<file path="src/rtl/mul_share_arbiter.sv">
// rtl/mul_share_arbiter.sv - round-robin sharing of one pipelined multiplier with credit-limited issue
module mul_share_arbiter #(
    parameter int NREQ       = 4,
    parameter int MUL_LAT    = 5,
    parameter int FIFO_DEPTH = 8,
    parameter int IDW        = $clog2(NREQ)
) (
    input  logic                 clk,
    input  logic                 rst,
    input  logic [NREQ-1:0]      req_valid,
    input  logic [16*NREQ-1:0]   req_a,
    input  logic [16*NREQ-1:0]   req_b,
    output logic [NREQ-1:0]      req_ready,
    output logic [15:0]          mul_a,
    output logic [15:0]          mul_b,
    input  logic [31:0]          mul_p,
    output logic                 rsp_valid,
    input  logic                 rsp_ready,
    output logic [31:0]          rsp_p,
    output logic [IDW-1:0]       rsp_id,
    output logic                 busy
);

    localparam int PW = (FIFO_DEPTH > 1) ? $clog2(FIFO_DEPTH) : 1;
    localparam int CW = PW + 1;
    // wide enough to hold fifo occupancy plus every tracker stage without overflow
    localparam int OW = $clog2(FIFO_DEPTH + MUL_LAT + 2) + 1;
    localparam logic [OW-1:0]  DEPTH_C = OW'(FIFO_DEPTH);
    localparam logic [IDW:0]   NREQ_C  = (IDW + 1)'(NREQ);

    // arbitration state and operand registers
    logic [IDW-1:0]  rr_ptr_q, rr_ptr_d;
    logic [15:0]     mul_a_q, mul_a_d;
    logic [15:0]     mul_b_q, mul_b_d;

    // requester-id tracker aligned with the multiplier pipeline
    logic [MUL_LAT:0] trk_vld_q;
    logic [IDW-1:0]   trk_id_q [MUL_LAT+1];

    // result fifo
    logic [31:0]     mem_p  [FIFO_DEPTH];
    logic [IDW-1:0]  mem_id [FIFO_DEPTH];
    logic [PW-1:0]   wr_ptr_q, wr_ptr_d;
    logic [PW-1:0]   rd_ptr_q, rd_ptr_d;
    logic [CW-1:0]   count_q, count_d;

    logic [OW-1:0]   inflight;
    logic [OW-1:0]   occupancy;
    logic            issue_ok;
    logic            found;
    logic            issue;
    logic [IDW-1:0]  gnt_idx;
    logic [IDW:0]    cand;
    logic            push;
    logic            pop;

    // count operations still travelling through the multiplier
    always_comb begin
        inflight = '0;
        for (int s = 0; s <= MUL_LAT; s++) begin
            inflight = inflight + OW'(trk_vld_q[s]);
        end
    end

    // every issued op owns a fifo slot until it is popped, so the pipeline never needs to stall
    always_comb begin
        occupancy = OW'(count_q) + inflight;
        issue_ok  = (occupancy < DEPTH_C);
    end

    // round-robin search starting one past the last winner
    always_comb begin
        found   = 1'b0;
        gnt_idx = '0;
        cand    = '0;
        for (int k = 1; k <= NREQ; k++) begin
            cand = {1'b0, rr_ptr_q} + (IDW + 1)'(k);
            if (cand >= NREQ_C) begin
                cand = cand - NREQ_C;
            end
            if (!found && req_valid[cand[IDW-1:0]]) begin
                found   = 1'b1;
                gnt_idx = cand[IDW-1:0];
            end
        end
        issue     = found && issue_ok && !rst;
        req_ready = issue ? (NREQ'(1) << gnt_idx) : '0;
    end

    // next operands and arbitration pointer; idle cycles feed zeros to the multiplier
    always_comb begin
        rr_ptr_d = rr_ptr_q;
        mul_a_d  = '0;
        mul_b_d  = '0;
        if (issue) begin
            rr_ptr_d = gnt_idx;
            mul_a_d  = req_a[gnt_idx*16 +: 16];
            mul_b_d  = req_b[gnt_idx*16 +: 16];
        end
    end

    // fifo pointer and occupancy bookkeeping
    always_comb begin
        push     = trk_vld_q[MUL_LAT];
        pop      = rsp_valid && rsp_ready;
        wr_ptr_d = wr_ptr_q + PW'(push);
        rd_ptr_d = rd_ptr_q + PW'(pop);
        count_d  = count_q;
        case ({push, pop})
            2'b10:   count_d = count_q + CW'(1);
            2'b01:   count_d = count_q - CW'(1);
            default: count_d = count_q;
        endcase
    end

    // control registers with synchronous reset
    always_ff @(posedge clk) begin
        if (rst) begin
            rr_ptr_q  <= IDW'(NREQ - 1);
            mul_a_q   <= '0;
            mul_b_q   <= '0;
            trk_vld_q <= '0;
            wr_ptr_q  <= '0;
            rd_ptr_q  <= '0;
            count_q   <= '0;
            for (int s = 0; s <= MUL_LAT; s++) begin
                trk_id_q[s] <= '0;
            end
        end else begin
            rr_ptr_q    <= rr_ptr_d;
            mul_a_q     <= mul_a_d;
            mul_b_q     <= mul_b_d;
            trk_vld_q   <= {trk_vld_q[MUL_LAT-1:0], issue};
            trk_id_q[0] <= gnt_idx;
            for (int s = 1; s <= MUL_LAT; s++) begin
                trk_id_q[s] <= trk_id_q[s-1];
            end
            wr_ptr_q    <= wr_ptr_d;
            rd_ptr_q    <= rd_ptr_d;
            count_q     <= count_d;
        end
    end

    // capture the product whose id reaches the end of the tracker
    always_ff @(posedge clk) begin
        if (push) begin
            mem_p[wr_ptr_q]  <= mul_p;
            mem_id[wr_ptr_q] <= trk_id_q[MUL_LAT];
        end
    end

    assign mul_a     = mul_a_q;
    assign mul_b     = mul_b_q;
    assign rsp_valid = (count_q != '0);
    assign rsp_p     = rsp_valid ? mem_p[rd_ptr_q] : '0;
    assign rsp_id    = rsp_valid ? mem_id[rd_ptr_q] : '0;
    assign busy      = (inflight != '0) || (count_q != '0);

endmodule

</file>
<file path="config.mk">
export PLATFORM = sky130hd
export DESIGN_NAME = mul_share_arbiter
export DESIGN_NICKNAME = d
export VERILOG_FILES = /design/src/rtl/mul_share_arbiter.sv
export SDC_FILE = /design/constraint.sdc
export NUM_CORES = 1
export LEC_CHECK = 0
export ABC_AREA = 1
export CORE_UTILIZATION = 55
export CTS_CLUSTER_SIZE = 12
export DETAILED_ROUTE_END_ITERATION = 12
export PLACE_DENSITY = 0.82
export SYNTH_ARGS = -nofsm -noshare
export SYNTH_HDL_FRONTEND = slang
export SYNTH_SLANG_ARGS = --single-unit
</file>
<file path="constraint.sdc">
create_clock -name clk -period 6.9 [get_ports clk]
set_input_delay 1.38 -clock clk [delete_from_list [all_inputs] [get_ports clk]]
set_output_delay 1.38 -clock clk [all_outputs]
set_load 0.01 [all_outputs]
</file>
==> results_dict.tcl <==
set metrics [dict create \
    antenna_found_initial 3 \
    cts_buffer_depth 3 \
    fin_area_um2 17780 \
    cts.sinks 334 \
    hold_path.class "flop to flop" \
    path_depth 16 \
    rr_endpoint "mul_b[14]" \
    wirelength_um 34230 \
    synthArstFlopShare_pct 0 \
    hold_buffers 0 \
    vias_per_cell 5.620 \
    slew_headroom_pct 29.35 \
    finalCriticalPeriod_ns 5.940 \
    leakage_nw 6.468 \
    period_share_pct 86.09 \
    setup_violations 0 \
    cts_inserted_buffers 35 \
    critical-path-max-stage-delay_ns 0.56 \
    die_h_um 162.1 \
    synthCells 1325 \
    final_cells 1888 \
    path_delay_family "adder cells" \
    power_density_nw_per_um2 408.2 \
    synth_top_area_cell "edfxtp_1" \
    drt_iter0_markers 892 \
    hold_viol 0 \
    hpwl_um 20140 \
    irDropWorstVdd_mv 0.4980 \
    dieArea_um2 26280 \
    worstPathRequired_ns 5.52 \
    num_rows 58 \
    core_area_um2 25180 \
    clkLatencyLatePin_ns 0.52 \
    hold_ws_ns 0.4023 \
    fin_ws_ns 0.9600 \
    post-route-drc-count 0 \
    crit_type "flop to output port" \
    seq_area_frac_synth_pct 66.73 \
    drv_slew 0 \
    synthTopCellsByArea "edfxtp_1 (58%), dfxtp_1 (8.8%), nor2_1 (6.7%)" \
    r2r_slack_ns 2.91 \
    io_buffers 238 \
    grt_usage_pct 25.92 \
    synth_top_area_share_pct 57.93 \
    arrival_ns 4.56 \
    path_cells "fa_1, inv_1, fa_1, inv_1, ha_1, fa_1, ha_1, nand2_1, nor2_1, o21a_1, nor4_1, nand2_1, inv_1, nand2_1, nor2_1, clkdlybuf4s50_1" \
    ff2ff_path_depth 16 \
    avgSynthCellArea_um2 10.64 \
    timing_worst_slew_pin_value_ns 1.060 \
    cp_max_fo 11 \
    synth.distinct_cells 35 \
    crit_path_start "trk_vld_q[0]" \
    yosysWarnings 0 \
    synth_common_cells "edfxtp_1 (272), nor2_1 (252), o21ai_0 (174)" \
    cts_setup_buffers 0 \
    ant_nets 0 \
    dpl_cell_area_um2 16750 \
    grt_max_degree 101 \
    clock-skew-final_ns 0.01721 \
    p_total_mw 7.257 \
    synth.cell_area_um2 14100 \
    nNetsFinal 1718 \
    place_ws_ns 1.461 \
    grt_pass1_vias 10500 \
    wire_per_inst_um 18.13 \
    rsz0062_at_grt "false" \
    grt-ovfl-total 0 \
    drive_gt1_share_pct 5.784 \
    initial_core_util_pct 55.99 \
    synthToLayoutAreaGrowth_pct 26.10 \
    r2r_start "trk_vld_q[0]" \
    io_pins 239 \
    cp_slowest_cell "clkdlybuf4s50_1" \
    num_vias 10610 \
    dp.cells 1830 \
    gp_routability_congestion 0.8686 \
    worstSetupStartpointType "flop" \
    synth_nets 1506 \
    setup_tns_ns 0 \
    first_pass_iters 5 \
    fp.dieW_um 162.1 \
    path_clk_slew_ns 0.06 \
    synth_edf_count 272 \
    status "complete, no violations" \
    cts_resized 0 \
    cp_num_buf_inv 4 \
    utilization_pct 70.61 \
    synth_ff_type "edfxtp_1" \
    cts_tree "built" \
    grt_first_pass_wirelength_um 52810 \
    end_kind "output port" \
    crit_path_end "req_ready[3]" \
    htreeDepth 2 \
    ys_seq_elements 334 \
    max_freq_ghz 0.1684 \
    maxCapViolCount 0 \
    root_buffer "clkbuf_16" \
    synth_most_common_cell "edfxtp_1" \
]
## layout make-up
class,instances,area (um2)
diodes,2,5.005
clock buffers,49,949.7
well taps,330,412.9
flip-flops and latches,334,9414
fillers,1770,7402
repair buffers,260,2547
inverters,78,296.5
clock inverters,7,75.07
multi-input cells,828,4079
## layout by cell type, fill, tap and decap left out, drive strengths merged
cell type and instances:
o21a 1, xor2 1, nand3b 40, xnor2 4, nand2 164, nand4 8, o211ai 1, ha 10
a211oi 1, nor2 253, clkinv 5, buf 22, diode 2, a21oi 30, or2 8, o22ai 34
o21ai 175, nand3 56, inv 79, nor4 2, nor3 2, clkdlybuf4s50 238, fa 4, dfxtp 62
a31oi 34, bufinv 1, edfxtp 272, clkbuf 49
## power by group
part / internal (mW) / switching (mW)
registers: 2.30 / 0.0860
clock network: 0.996 / 0.725
logic: 1.20 / 1.96
total: 4.49 / 2.77
## tightest hold or removal path, delay by kind of cell (launching register included)
| family | cells | cell delay (ns) |
|---|---|---|
| buffers and inverters | 1 | 0.04 |
| DFF | 1 | 0.29 |
| and+or+nand+nor | 1 | 0.03 |
## sequential cells by signal (all words and copies together) (netlist names)
| signal | count |
|---|---|
| mem_p | 256 |
| wr_ptr_q | 3 |
| rd_ptr_q | 3 |
| mul_b | 16 |
| count_q | 4 |
| mul_a | 16 |
| trk_vld_q | 6 |
| trk_id_q | 12 |
| mem_id | 16 |
| rr_ptr_q | 2 |
## layer usage
metal  vias up  part of all wire [%]  global-route usage [%]
met4         2                   3.1                   10.63
li1       5036                     -                       -
met5         -                 0.050                       0
met3        78                   7.9                   5.592
met1      5007                    37                   30.11
met2       488                    52                   46.39
## worst min-delay path by stage
stage	startpoint	endpoint	cells after the start
after floorplan	trk_id_q[0][8]	trk_id_q[0][10]	2
after global placement	trk_id_q[0][3]	trk_id_q[0][5]	2
after detailed placement	trk_id_q[0][2]	trk_id_q[0][4]	2
after CTS	trk_id_q[0][3]	trk_id_q[0][5]	2
after global routing	trk_id_q[0][3]	trk_id_q[0][5]	2
final	trk_id_q[0][2]	trk_id_q[0][4]	2
## cells by family (layout without fill, tap and decap cells)
logic type / count (synthesis) / after routing / synth area share (%)
compound gates: 276 / 276 / 10.45
buf+inv: 163 / 394 / 4.783
flops: 334 / 334 / 66.73
other cells: 0 / 2 / 0
xor+xnor: 5 / 5 / 0.3106
fa+ha+maj: 14 / 14 / 1.455
simple gates: 533 / 533 / 16.27
No activity file was read; power rests on OpenSTA's default activity.
